<file path="src/rtl/ysyx_23060072_pipe_ctrl_pkg.sv">
// Shared definitions for the pipeline hazard/redirect controller.
`ifndef YSYX_23060072_PIPE_CTRL_DEFS
`define YSYX_23060072_PIPE_CTRL_DEFS
`define YSYX_23060072_ENABLE  1'b1
`define YSYX_23060072_DISABLE 1'b0
`endif

package ysyx_23060072_pipe_ctrl_pkg;

  localparam int unsigned XLEN = 32;
  localparam int unsigned FC_W = 2;
  localparam int unsigned PRIO_W = 2;

  typedef enum logic [1:0] {
    ST_RUN   = 2'd0,
    ST_PEND  = 2'd1,
    ST_FLUSH = 2'd2
  } state_e;

  localparam logic [PRIO_W-1:0] PRIO_BR   = 2'd0;
  localparam logic [PRIO_W-1:0] PRIO_MRET = 2'd1;
  localparam logic [PRIO_W-1:0] PRIO_TRAP = 2'd2;

  typedef struct packed {
    logic [PRIO_W-1:0] prio;
    logic [XLEN-1:0]   pc;
  } redirect_t;

endpackage

</file>
<file path="src/rtl/ysyx_23060072_sat_cnt.sv">
// Saturating up-counter with asynchronous active-low clear.
module ysyx_23060072_sat_cnt #(
  parameter int unsigned W = 16
) (
  input  logic         clk,
  input  logic         rst_n,
  input  logic         inc,
  output logic [W-1:0] cnt
);

  // Count up on inc, stick at all-ones.
  always_ff @(posedge clk or negedge rst_n) begin
    if (!rst_n) begin
      cnt <= '0;
    end else if (inc && (cnt != {W{1'b1}})) begin
      cnt <= cnt + W'(1);
    end
  end

endmodule

</file>
<file path="src/rtl/ysyx_23060072_pipe_ctrl.sv">
// Hazard and redirect controller for the IF -> ID/EX pipeline.
module ysyx_23060072_pipe_ctrl
  import ysyx_23060072_pipe_ctrl_pkg::*;
#(
  parameter int unsigned FLUSH_CYCLES = 1,
  parameter int unsigned CNT_W        = 16
) (
  input  logic             clk,
  input  logic             rst_n,
  input  logic             ex_br_valid_i,
  input  logic             ex_br_taken_i,
  input  logic [31:0]      ex_br_target_i,
  input  logic [31:0]      ex_pc_i,
  input  logic             ex_predict_flag_i,
  input  logic [31:0]      ex_pred_target_i,
  input  logic             trap_req_i,
  input  logic [31:0]      trap_vec_i,
  input  logic             mret_i,
  input  logic [31:0]      mepc_i,
  input  logic             load_use_i,
  input  logic             lsu_busy_i,
  input  logic             mdu_busy_i,
  output logic             clean_flag_o,
  output logic [31:0]      jump_pc_o,
  output logic             if_hold_flag_o,
  output logic             id_flush_o,
  output logic [CNT_W-1:0] mispred_cnt_o,
  output logic [CNT_W-1:0] stall_cnt_o
);

  state_e          state, state_nxt;
  redirect_t       pend, pend_nxt, req_c, sel_c, issue_rd_c;
  logic [FC_W-1:0] flush_cnt, flush_cnt_nxt;
  logic            clean_nxt, flush_nxt, issue_c;
  logic            mispred_c, req_valid_c, hold_c;
  logic [XLEN-1:0] jump_nxt;

  // Branch resolution: wrong direction, or taken to the wrong target.
  always_comb begin
    mispred_c = ex_br_valid_i &
                ((ex_br_taken_i ^ ex_predict_flag_i) |
                 (ex_br_taken_i & ex_predict_flag_i & (ex_br_target_i != ex_pred_target_i)));
  end

  // Pick the single highest-priority redirect request of this cycle.
  always_comb begin
    req_c.prio  = PRIO_BR;
    req_c.pc    = ex_br_taken_i ? ex_br_target_i : (ex_pc_i + 32'd4);
    req_valid_c = trap_req_i | mret_i | mispred_c;
    if (trap_req_i) begin
      req_c.prio = PRIO_TRAP;
      req_c.pc   = trap_vec_i;
    end else if (mret_i) begin
      req_c.prio = PRIO_MRET;
      req_c.pc   = mepc_i;
    end
  end

  // A parked redirect is only displaced by a strictly higher-priority one.
  always_comb begin
    sel_c = pend;
    if (req_valid_c && (req_c.prio > pend.prio)) begin
      sel_c = req_c;
    end
  end

  // Next-state and registered-output logic.
  always_comb begin
    state_nxt     = state;
    pend_nxt      = pend;
    issue_c       = `YSYX_23060072_DISABLE;
    issue_rd_c    = req_c;
    clean_nxt     = `YSYX_23060072_DISABLE;
    jump_nxt      = jump_pc_o;
    flush_nxt     = (flush_cnt != '0);
    flush_cnt_nxt = (flush_cnt != '0) ? (flush_cnt - FC_W'(1)) : '0;

    case (state)
      ST_PEND: begin
        if (!lsu_busy_i) begin
          issue_c    = `YSYX_23060072_ENABLE;
          issue_rd_c = sel_c;
        end else begin
          pend_nxt = sel_c;
        end
      end
      ST_RUN, ST_FLUSH: begin
        if (req_valid_c) begin
          if (lsu_busy_i) begin
            pend_nxt  = req_c;
            state_nxt = ST_PEND;
          end else begin
            issue_c    = `YSYX_23060072_ENABLE;
            issue_rd_c = req_c;
          end
        end else if ((state == ST_FLUSH) && (flush_cnt_nxt == '0)) begin
          state_nxt = ST_RUN;
        end
      end
      default: state_nxt = ST_RUN;
    endcase

    if (issue_c) begin
      clean_nxt     = `YSYX_23060072_ENABLE;
      jump_nxt      = issue_rd_c.pc;
      flush_nxt     = `YSYX_23060072_ENABLE;
      flush_cnt_nxt = FC_W'(FLUSH_CYCLES - 1);
      state_nxt     = (FLUSH_CYCLES > 1) ? ST_FLUSH : ST_RUN;
    end
  end

  // State, pending slot and registered outputs.
  always_ff @(posedge clk or negedge rst_n) begin
    if (!rst_n) begin
      state        <= ST_RUN;
      pend         <= '0;
      flush_cnt    <= '0;
      clean_flag_o <= 1'b0;
      jump_pc_o    <= '0;
      id_flush_o   <= 1'b0;
    end else begin
      state        <= state_nxt;
      pend         <= pend_nxt;
      flush_cnt    <= flush_cnt_nxt;
      clean_flag_o <= clean_nxt;
      jump_pc_o    <= jump_nxt;
      id_flush_o   <= flush_nxt;
    end
  end

  // IF hold; a redirect being issued or in flight overrides every stall source.
  always_comb begin
    hold_c = (load_use_i | lsu_busy_i | mdu_busy_i) & ~clean_flag_o & ~issue_c;
  end

  assign if_hold_flag_o = hold_c;

  ysyx_23060072_sat_cnt #(.W(CNT_W)) u_mispred_cnt (
    .clk   (clk),
    .rst_n (rst_n),
    .inc   (mispred_c),
    .cnt   (mispred_cnt_o)
  );

  ysyx_23060072_sat_cnt #(.W(CNT_W)) u_stall_cnt (
    .clk   (clk),
    .rst_n (rst_n),
    .inc   (hold_c),
    .cnt   (stall_cnt_o)
  );

endmodule

</file>
<file path="config.mk">
export PLATFORM = sky130hd
export DESIGN_NAME = ysyx_23060072_pipe_ctrl
export DESIGN_NICKNAME = d
export VERILOG_FILES = /design/src/rtl/ysyx_23060072_pipe_ctrl_pkg.sv /design/src/rtl/ysyx_23060072_sat_cnt.sv /design/src/rtl/ysyx_23060072_pipe_ctrl.sv
export SDC_FILE = /design/constraint.sdc
export NUM_CORES = 1
export LEC_CHECK = 0
export CAP_MARGIN = 20
export CORE_AREA = 2 2 110 138
export CTS_CLUSTER_DIAMETER = 40
export CTS_CLUSTER_SIZE = 10
export DETAILED_ROUTE_END_ITERATION = 16
export DIE_AREA = 0 0 112 140
export GPL_ROUTABILITY_DRIVEN = 0
export PLACE_DENSITY = 0.81
export SYNTH_ARGS = -nofsm -noshare
export SYNTH_HDL_FRONTEND = slang
export SYNTH_SLANG_ARGS = --single-unit
</file>
<file path="constraint.sdc">
create_clock -name clk -period 2.8 [get_ports clk]
set_input_delay 0.28 -clock clk [delete_from_list [all_inputs] [get_ports clk]]
set_output_delay 0.28 -clock clk [all_outputs]
set_load 0.03 [all_outputs]
</file>
==> flow_summary.yaml, run 1 <==
setup_path:
  path_delay_family: "buffers and inverters"
  critical_path.max_stage_delay_ns: 0.48
  endpoint_kind: "output pin"
  crit_chain: "clkdlybuf4s50_1, xnor2_1, nand4_1, nor4_4, a31oi_4, o31ai_4, buf_12, inv_2, nor3_2, buf_4"
  start_kind: "primary input"
  path_buf_inv: 4
  crit_slowest_cell: "clkdlybuf4s50_1"
  critical_path_class: "in2out"
  worstPathRequired_ns: 2.52
  critPathArrivalTime_ns: 2.45
  crit_fanout: 5
finish:
  nFillCells: 1157
  seq_area_sq_um: 2577
  syn2layout_area_growth_pct: 48.65
  drive_gt1_share_pct: 11.51
  fin_util_pct: 67.42
  nets: 1127
  multi_input_area_sq_um: 3766
floorplanning:
  core-area_sq_um: 14350
  die_h_um: 140
  io_pins: 237
  die-area_sq_um: 15680
  num_rows: 49
  initial_core_util_pct: 45.35
  die-width_um: 112
clock_network:
  cts_buffers: 9
  cts_buffer_depth: 2
  cts_tree: "built"
  cts_root_buffer: "clkbuf_16"
  cts.sinks: 103
  clock_latency_ns: 0.34
  ctsHtreeMaxLevel: 3
  clk_pin_slew_ns: 0.07
job:
  drv_cap: 0
synthesis:
  yosysMostFrequentCell: "nand2_1"
  synth_edf_count: 0
  synth_common_cells: "nand2_1, dfrtp_1, xor2_1, nor2_1, xnor2_1"
  netlist_instances: 697
  synth_flop_cell: "dfrtp_1"
  async_flop_share_pct: 100.0
  synth.avg_cell_area_sq_um: 9.335
  synth_top_area_share_pct: 39.62
  synth_cell_type_count: 49
  synth_fp_nets: 873
  ys_seq_area_share_pct: 39.62
  synth_top_cell_by_area: "dfrtp_1"
  synthTopCellsByArea: "dfrtp_1, mux2_4, nand2_1, xor2_1, xnor2_1"
  yosysWarnings: 0
  synth_seq_cells: 103
  synth_area_sq_um: 6506
grt:
  grt_max_degree: 54
  grt_antenna_before_repair: 1
  grt_pass1_vias: 6145
  gr-total-overflow: 0
  grt_usage_pct: 25.25
  grt_pass1_wl_um: 31650
worst_hold_path:
  min_path_type: "in2reg"
status:
  outcome: "finished, final reports clean"
routing:
  num_vias: 6157
  antenna_left: 0
  drcViolationCount: 0
  drt-total-wl_um: 19970
  wl_per_cell_um: 17.60
  firstDrtPassIters: 5
  viasPerCell: 5.425
  drtIter0Drc: 447
timing:
  drv_slew: 0
  min_period_over_period_pct: 97.66
  setup_violations: 0
  fin_worst_skew_ns: 0.007888
  worstMarginPinSlew_ns: 0.6647
  hold_viol: 0
  hold_ws_ns: 0.3171
  slew_headroom_pct: 55.69
  fin_crit_ns: 2.734
  fmax_ghz: 0.3657
power:
  leakage_nw: 4.158
  ir_drop_mv: 0.6590
  power_density_nw_per_um2: 599.2
place:
  io_buffers: 236
  hpwl_um: 16010
==> cell families after synthesis <==
logic type                 after synthesis  share of synthesized area, %
muxes                                   70                         13.13
AOI/OAI and AO/OA                      117                         11.40
DFF                                    103                         39.62
xor gates and xnor gates                88                         11.85
and+or+nand+nor                        262                         19.21
adders and majority gates                6                         1.154
buffers and inverters                   51                         3.635
==> registers in the layout (all words and copies together), names as in the netlist <==
| register | flops |
|---|---|
| pend | 34 |
| jump_pc_o | 32 |
| u_mispred_cnt.cnt | 16 |
| u_stall_cnt.cnt | 16 |
| flush_cnt | 2 |
| clean_flag_o | 1 |
| id_flush_o | 1 |
| state | 1 |
==> metrics by stage <==
stage	setup TNS [ns]	instance area [sq um]	std cells	total power, mW	worst slack (ns)
2_1_floorplan	0	6506	697	3.472	0.1981
3_3_place_gp	-2.817	9249	1114	4.467	-0.1056
3_5_place_dp	-5.228	9249	1114	4.530	-0.1780
4_1_cts	0	9573	1131	5.821	0.03722
5_1_grt	-0.02232	9672	1135	6.096	-0.02232
6_report	0	9672	1135	5.795	0.06564
==> where the power goes <==
| group | internal [mW] | total [mW] | switching [mW] | leakage [nW] |
|---|---|---|---|---|
| Clock | 0.728 | 1.28 | 0.554 | 0.144 |
| Sequential | 1.86 | 2.15 | 0.292 | 1.29 |
| Combinational | 1.18 | 2.36 | 1.18 | 2.72 |
| Total | 3.77 | 5.80 | 2.03 | 4.16 |
==> metal layers <==
metal | track usage [%] | wire length [um]
met5 | 0 | 0
met4 | 11.23 | 756
met3 | 3.808 | 1054
met2 | 44.05 | 10040
met1 | 30.90 | 8116
==> final cells by class <==
cell class / instances / area share, %
well taps: 178 / 2.303
clock buffers: 11 / 2.510
flip-flops and latches: 103 / 26.65
repair buffers: 280 / 28.36
multi-input cells: 543 / 38.94
inverters: 14 / 0.5433
diodes: 1 / 0.02587
clock inverters: 5 / 0.6727
==> placed cells by master, fill, tap and decap left out, types with 9 or more instances in the layout <==
master and instances:
mux2i_1 34, a21oi_1 32, o21ai_0 23, dfrtp_1 103, nand2_1 115, o221ai_1 18
nand3_1 26, nor4_1 11, o21ai_1 18, buf_4 42, nor2_1 43, nand4_1 29
xor2_1 44, xnor2_1 41, clkdlybuf4s50_1 222, dlymetal6s2s_1 10, clkbuf_16 9, inv_1 12
mux2_4 29
==> worst paths after layout <==
| check | start | endpoint | slack, ns | cells after the start |
|---|---|---|---|---|
| max | ex_pred_target_i[2] | if_hold_flag_o | 0.07 | 10 |
| min | trap_req_i | pend[33] | 0.32 | 2 |
| max reg2reg | u_stall_cnt.cnt[3] | u_stall_cnt.cnt[1] | 0.56 | 5 |
| min reg2reg | flush_cnt[0] | flush_cnt[0] | 0.44 | 1 |
| max in group asynchronous | rst_n | u_stall_cnt.cnt[15] | 1.53 | 3 |
| min in group asynchronous | rst_n | jump_pc_o[17] | 0.55 | 2 |
==> repair_timing <==
item	CTS	global route
hold buffers	1	0
pin swaps	0	11
resized for setup	1	17
endpoints found under the hold margin	50	0
setup buffers	0	3
endpoints found under the setup margin	1	1
Note: power is estimated with default switching activity, not from simulation.
==> run 2: changes to the inputs <==
Settings changed: CORE_AREA 2 2 110 138 to 2 2 116 146, DIE_AREA 0 0 112 140 to 0 0 118 148, PLACE_DENSITY 0.81 to 0.77.
Clock period 2.8 ns to 2.3 ns, I/O delays scaled along.
==> flow_summary.yaml, run 2 (synthesized netlist as in run 1, its figures left out) <==
floorplanning:
  die-width_um: 118
  num_rows: 52
  core-area_sq_um: 16070
  die-area_sq_um: 17460
  initial_core_util_pct: 40.49
  io_pins: 237
  die_h_um: 148
timing:
  drv_slew: 0
  setup_violations: 0
  rsz0062_at_grt: "true"
  fin_worst_skew_ns: 0.01216
  hold_viol: 0
  hold_ws_ns: 0.2637
  fmax_ghz: 0.4448
  worstMarginPinSlew_ns: 0.5870
  min_period_over_period_pct: 97.75
  slew_headroom_pct: 60.86
  fin_crit_ns: 2.248
setup_path:
  start_kind: "primary input"
  crit_chain: "dlygate4sd2_1, xor2_2, nor4_2, and4_1, a31oi_4, o31ai_4, inv_2, nor3_2, buf_4"
  path_buf_inv: 3
  critPathArrivalTime_ns: 2.02
  crit_start: "ex_pred_target_i[27]"
  path_delay_family: "simple AND/OR/NAND/NOR gates"
  crit_slowest_cell: "and4_1"
  crit_fanout: 2
  critical_path_class: "in2out"
  endpoint_kind: "output pin"
  worstPathRequired_ns: 2.07
  critical_path.max_stage_delay_ns: 0.29
  reg2reg_from: "u_stall_cnt.cnt[4]"
job:
  drv_cap: 0
worst_hold_path:
  hold_path.startpoint: "trap_req_i"
  min_path_type: "in2reg"
routing:
  drt-total-wl_um: 21000
  wl_per_cell_um: 17.20
  viasPerCell: 5.252
  drcViolationCount: 0
  drtIter0Drc: 483
  firstDrtPassIters: 7
  num_vias: 6413
  antenna_left: 0
finish:
  largest_register_ffs: 34
  syn2layout_area_growth_pct: 55.88
  largestRegisters: "pend (34), jump_pc_o (32)"
  diodes: 0
  final_cells: 1221
  largest-register: "pend"
  final_cell_mix: "clkdlybuf4s50_1, nand2_1, dfrtp_1, buf_4, nor2_1"
  fin_util_pct: 63.11
  drive_gt1_share_pct: 19.70
  mostFrequentLayoutCell: "clkdlybuf4s50_1"
  nets: 1176
clock_network:
  clk_pin_slew_ns: 0.07
  cts_tree: "built"
  clock_latency_ns: 0.34
  cts_root_buffer: "clkbuf_16"
  cts_buffer_depth: 2
  ctsHtreeMaxLevel: 3
  cts.sinks: 103
  cts_buffers: 9
power:
  power_density_nw_per_um2: 694.1
  power_mw: 7.040
  leakage_nw: 4.395
  ir_drop_mv: 0.3725
grt:
  grt_max_degree: 57
  grt_antenna_before_repair: 0
  gr-total-overflow: 0
  grt_usage_pct: 23.98
  grt_pass1_vias: 6461
  grt_pass1_wl_um: 33340
place:
  io_buffers: 236
  place_inst: 1201
  hpwl_um: 16820
status:
  outcome: "finished, final reports clean"
==> run 2: cell types whose count changed in the layout (fill, tap and decap cells not counted), sizes merged, moves of 2 or more <==
cell           delta
clkinv            +2
dlygate4sd2      +38
clkdlybuf4s50    -55
clkbuf            +6
buf              +54
clkdlybuf4s15    +16
dlymetal6s2s      -9
==> run 2: worst register-to-register path, delay by kind of cell (launching register included) <==
| kind | cells | cell delay [ns] |
|---|---|---|
| and+or+nand+nor | 5 | 1.40 |
| xor gates and xnor gates | 1 | 0.12 |
| buffers and inverters | 1 | 0.09 |
| DFF | 1 | 0.41 |
==> run 2: layout make-up <==
cell class | count | area, sq um
Inverter | 14 | 52.55
Tap cell | 216 | 270.3
Multi-Input combinational cell | 543 | 3958
Clock buffer | 12 | 246.5
Clock inverter | 4 | 30.03
Fill cell | 1416 | 5928
Sequential cell | 103 | 2577
Timing Repair Buffer | 329 | 3008
==> run 2: per-stage QoR <==
| stage | cell area [sq um] | TNS, ns | setup WS [ns] |
|---|---|---|---|
| global placement | 9686 | -32.85 | -0.4680 |
| global route | 10140 | -0.05105 | -0.05105 |
| finish | 10140 | 0 | 0.05178 |
| floorplan | 6540 | -0.007341 | -0.0007341 |
| CTS | 10090 | 0 | 0.001124 |
| detailed placement | 9686 | -39.41 | -0.5431 |
==> run 2: final timing paths <==
check | to | slack, ns | cells after the start
max | if_hold_flag_o | 0.05 | 9
min | pend[33] | 0.26 | 2
max reg2reg | u_stall_cnt.cnt[5] | 0.19 | 7
min reg2reg | flush_cnt[0] | 0.46 | 1
max in group asynchronous | jump_pc_o[26] | 1.23 | 3
min in group asynchronous | u_mispred_cnt.cnt[15] | 0.38 | 2
==> run 2: what timing repair did <==
action,CTS,global route
setup endpoints to repair,54,21
resized for setup,122,22
hold endpoints to repair,31,0
pin swaps,30,20
hold buffers,1,0
buffers inserted,5,2
==> run 2: power breakdown <==
group	switching, mW	internal, mW	total, mW
registers	0.341	2.27	2.61
clock network	0.662	0.769	1.43
logic	1.51	1.49	3.00
==> run 2: per-layer routing <==
metal / wire, um / vias up / GRT usage, %
li1: - / 3052 / -
met2: 10950 / 270 / 43.69
met5: 0 / - / 0
met4: 647 / 0 / 9.036
met1: 8222 / 3056 / 28.35
met3: 1186 / 35 / 3.781
==> run 3: changes to the inputs <==
Settings changed: PLACE_DENSITY 0.77 to 0.75.
==> flow_summary.yaml, run 3 (synthesized netlist as in run 1, its figures left out) <==
worst_hold_path:
  min_path_type: "in2async"
grt:
  use_met2_pct: 42.91
  grt_pass1_vias: 6449
  grt_util_met1_pct: 28.49
  gr-usage-met3_pct: 3.781
  grt_max_degree: 92
  gr-total-overflow: 0
  grt_usage_pct: 23.77
  grt_antenna_before_repair: 0
  grt_pass1_wl_um: 32950
  busiest_layer: "met2"
floorplanning:
  io_pins: 237
  die_h_um: 148
  core-area_sq_um: 16070
  num_rows: 52
  die-area_sq_um: 17460
  initial_core_util_pct: 40.49
  die-width_um: 118
power:
  power.net_switching_mw: 2.558
  switching_share_pct: 35.13
  p_seq_share_pct: 36.0
  ir_drop_mv: 0.4140
  leakage_nw: 4.458
  power.share.clock_pct: 21.4
  p_comb_share_pct: 42.6
  power.internal_mw: 4.723
  power_density_nw_per_um2: 708.8
setup_path:
  reg2reg_from: "pend[33]"
  crit_slowest_cell: "nor4_4"
  endpoint_kind: "output pin"
  regToRegSetupSlack_ns: 0.13
  start_kind: "primary input"
  worstRegToRegCells: 10
  crit_fanout: 3
  path_buf_inv: 4
  timing.rr.end: "pend[25]"
  worstPathRequired_ns: 2.07
  critical_path_class: "in2out"
  path_delay_family: "buffers and inverters"
  critPathArrivalTime_ns: 2.04
  critical_path.max_stage_delay_ns: 0.41
  crit_chain: "dlygate4sd2_1, ha_4, nor4_4, a31oi_4, o31ai_4, buf_12, inv_4, nor3_2, buf_4"
finish:
  multi_input_area_sq_um: 3939
  nets: 1181
  final_cell_mix: "clkdlybuf4s50_1, nand2_1, dfrtp_1, buf_4, nor2_1"
  mostFrequentLayoutCell: "clkdlybuf4s50_1"
  drive_gt1_share_pct: 21.98
  largestRegisters: "pend (34), jump_pc_o (32)"
  seq_area_sq_um: 2577
  nFillCells: 1347
  diodes: 0
  fin_util_pct: 63.92
  largest-register: "pend"
  syn2layout_area_growth_pct: 57.89
  largest_register_ffs: 34
routing:
  viasPerCell: 5.169
  num_vias: 6337
  antenna_left: 0
  drcViolationCount: 0
  wl_per_cell_um: 17.29
  drtIter0Drc: 340
  drt-total-wl_um: 21200
  firstDrtPassIters: 4
clock_network:
  cts.sinks: 103
  cts_root_buffer: "clkbuf_16"
  cts_buffers: 9
  ctsHtreeMaxLevel: 3
  clk_pin_slew_ns: 0.07
  cts_tree: "built"
  clock_latency_ns: 0.34
  cts_buffer_depth: 2
status:
  outcome: "finished, final reports clean"
timing:
  hold_viol: 0
  slew_headroom_pct: 60.54
  rsz0062_at_grt: "true"
  setup_slack_ns: 0.02558
  fmax_ghz: 0.4397
  setup_violations: 0
  fin_worst_skew_ns: 0.009586
  drv_slew: 0
  worstMarginPinSlew_ns: 0.5919
  fin_crit_ns: 2.274
  min_period_over_period_pct: 98.89
  finalSetupTns_ns: 0
place:
  hpwl_um: 16420
  dp_slack_ns: -0.5993
  io_buffers: 236
job:
  drv_cap: 0
[run 3: cell types whose count changed in the layout (fill, tap and decap cells not counted), sizes merged, moves of 4 or more]
cell,previous run,this run
buf,101,121
clkbuf,17,13
clkdlybuf4s15,16,31
dlygate4sd2,38,11
[run 3: power by group through the flow]
stage | Sequential (mW) | Combinational (mW) | Clock, mW
after detailed placement | 2.63 | 2.99 | 0
final | 2.62 | 3.10 | 1.56
after CTS | 2.62 | 3.03 | 1.59
after floorplan | 3.07 | 1.17 | 0
after global placement | 2.62 | 2.93 | 0
after global routing | 2.68 | 3.31 | 1.66
[run 3: per-layer routing]
metal,routed length (um),part of all wire [%],vias to the layer above
met3,1138,5.4,36
met5,0,0,-
li1,-,-,3072
met1,8609,41,2989
met2,10750,51,240
met4,697,3.3,0
[run 3: cell type report]
type                       instances  share of cell area (%)
clock buffer                      10                   2.326
clock inverter                     6                  0.6699
inverter                          14                  0.5359
multi-input combinational        544                   38.34
sequential                       103                   25.09
tap                              216                   2.631
timing repair buffer             333                   30.40
[run 3: worst register-to-register path, stage by stage, from the launching register on]
cell and delay (ns):
dfrtp_1 0.36, inv_1 0.05, ha_1 0.28, nor2b_1 0.16, o21ai_0 0.09, nand2_1 0.10
nand2_2 0.08, a31oi_4 0.23, and2_4 0.23, buf_12 0.16, mux2_4 0.31
[run 3: how the worst max path moves through the flow]
stage / from / to / slack [ns] / cells after the start
6_report: ex_predict_flag_i / if_hold_flag_o / 0.03 / 9
5_1_grt: ex_pred_target_i[15] / if_hold_flag_o / -0.05 / 10
4_1_cts: ex_br_target_i[20] / if_hold_flag_o / -0.05 / 11
3_5_place_dp: ex_br_target_i[31] / pend[0] / -0.60 / 8
3_3_place_gp: ex_br_target_i[31] / pend[1] / -0.56 / 8
2_1_floorplan: mret_i / pend[13] / -0.0007 / 14
[run 3: through the flow]
stage	power, mW	hold WS, ns	cells	area (sq um)
final	7.281	0.2689	1226	10270
after global routing	7.639	0.2772	1226	10270
after CTS	7.238	0.2632	1219	10140
after detailed placement	5.622	0.08979	1194	9646
after global placement	5.546	0.08777	1194	9646
after floorplan	4.241	-0.06559	697	6540
[run 3: repair_timing]
item / CTS / global route
resized for setup: 204 / 14
hold buffers: 1 / 0
gates cloned: 1 / 0
endpoints found under the setup margin: 70 / 35
buffers inserted: 7 / 8
pin swaps: 40 / 11
endpoints found under the hold margin: 12 / 0
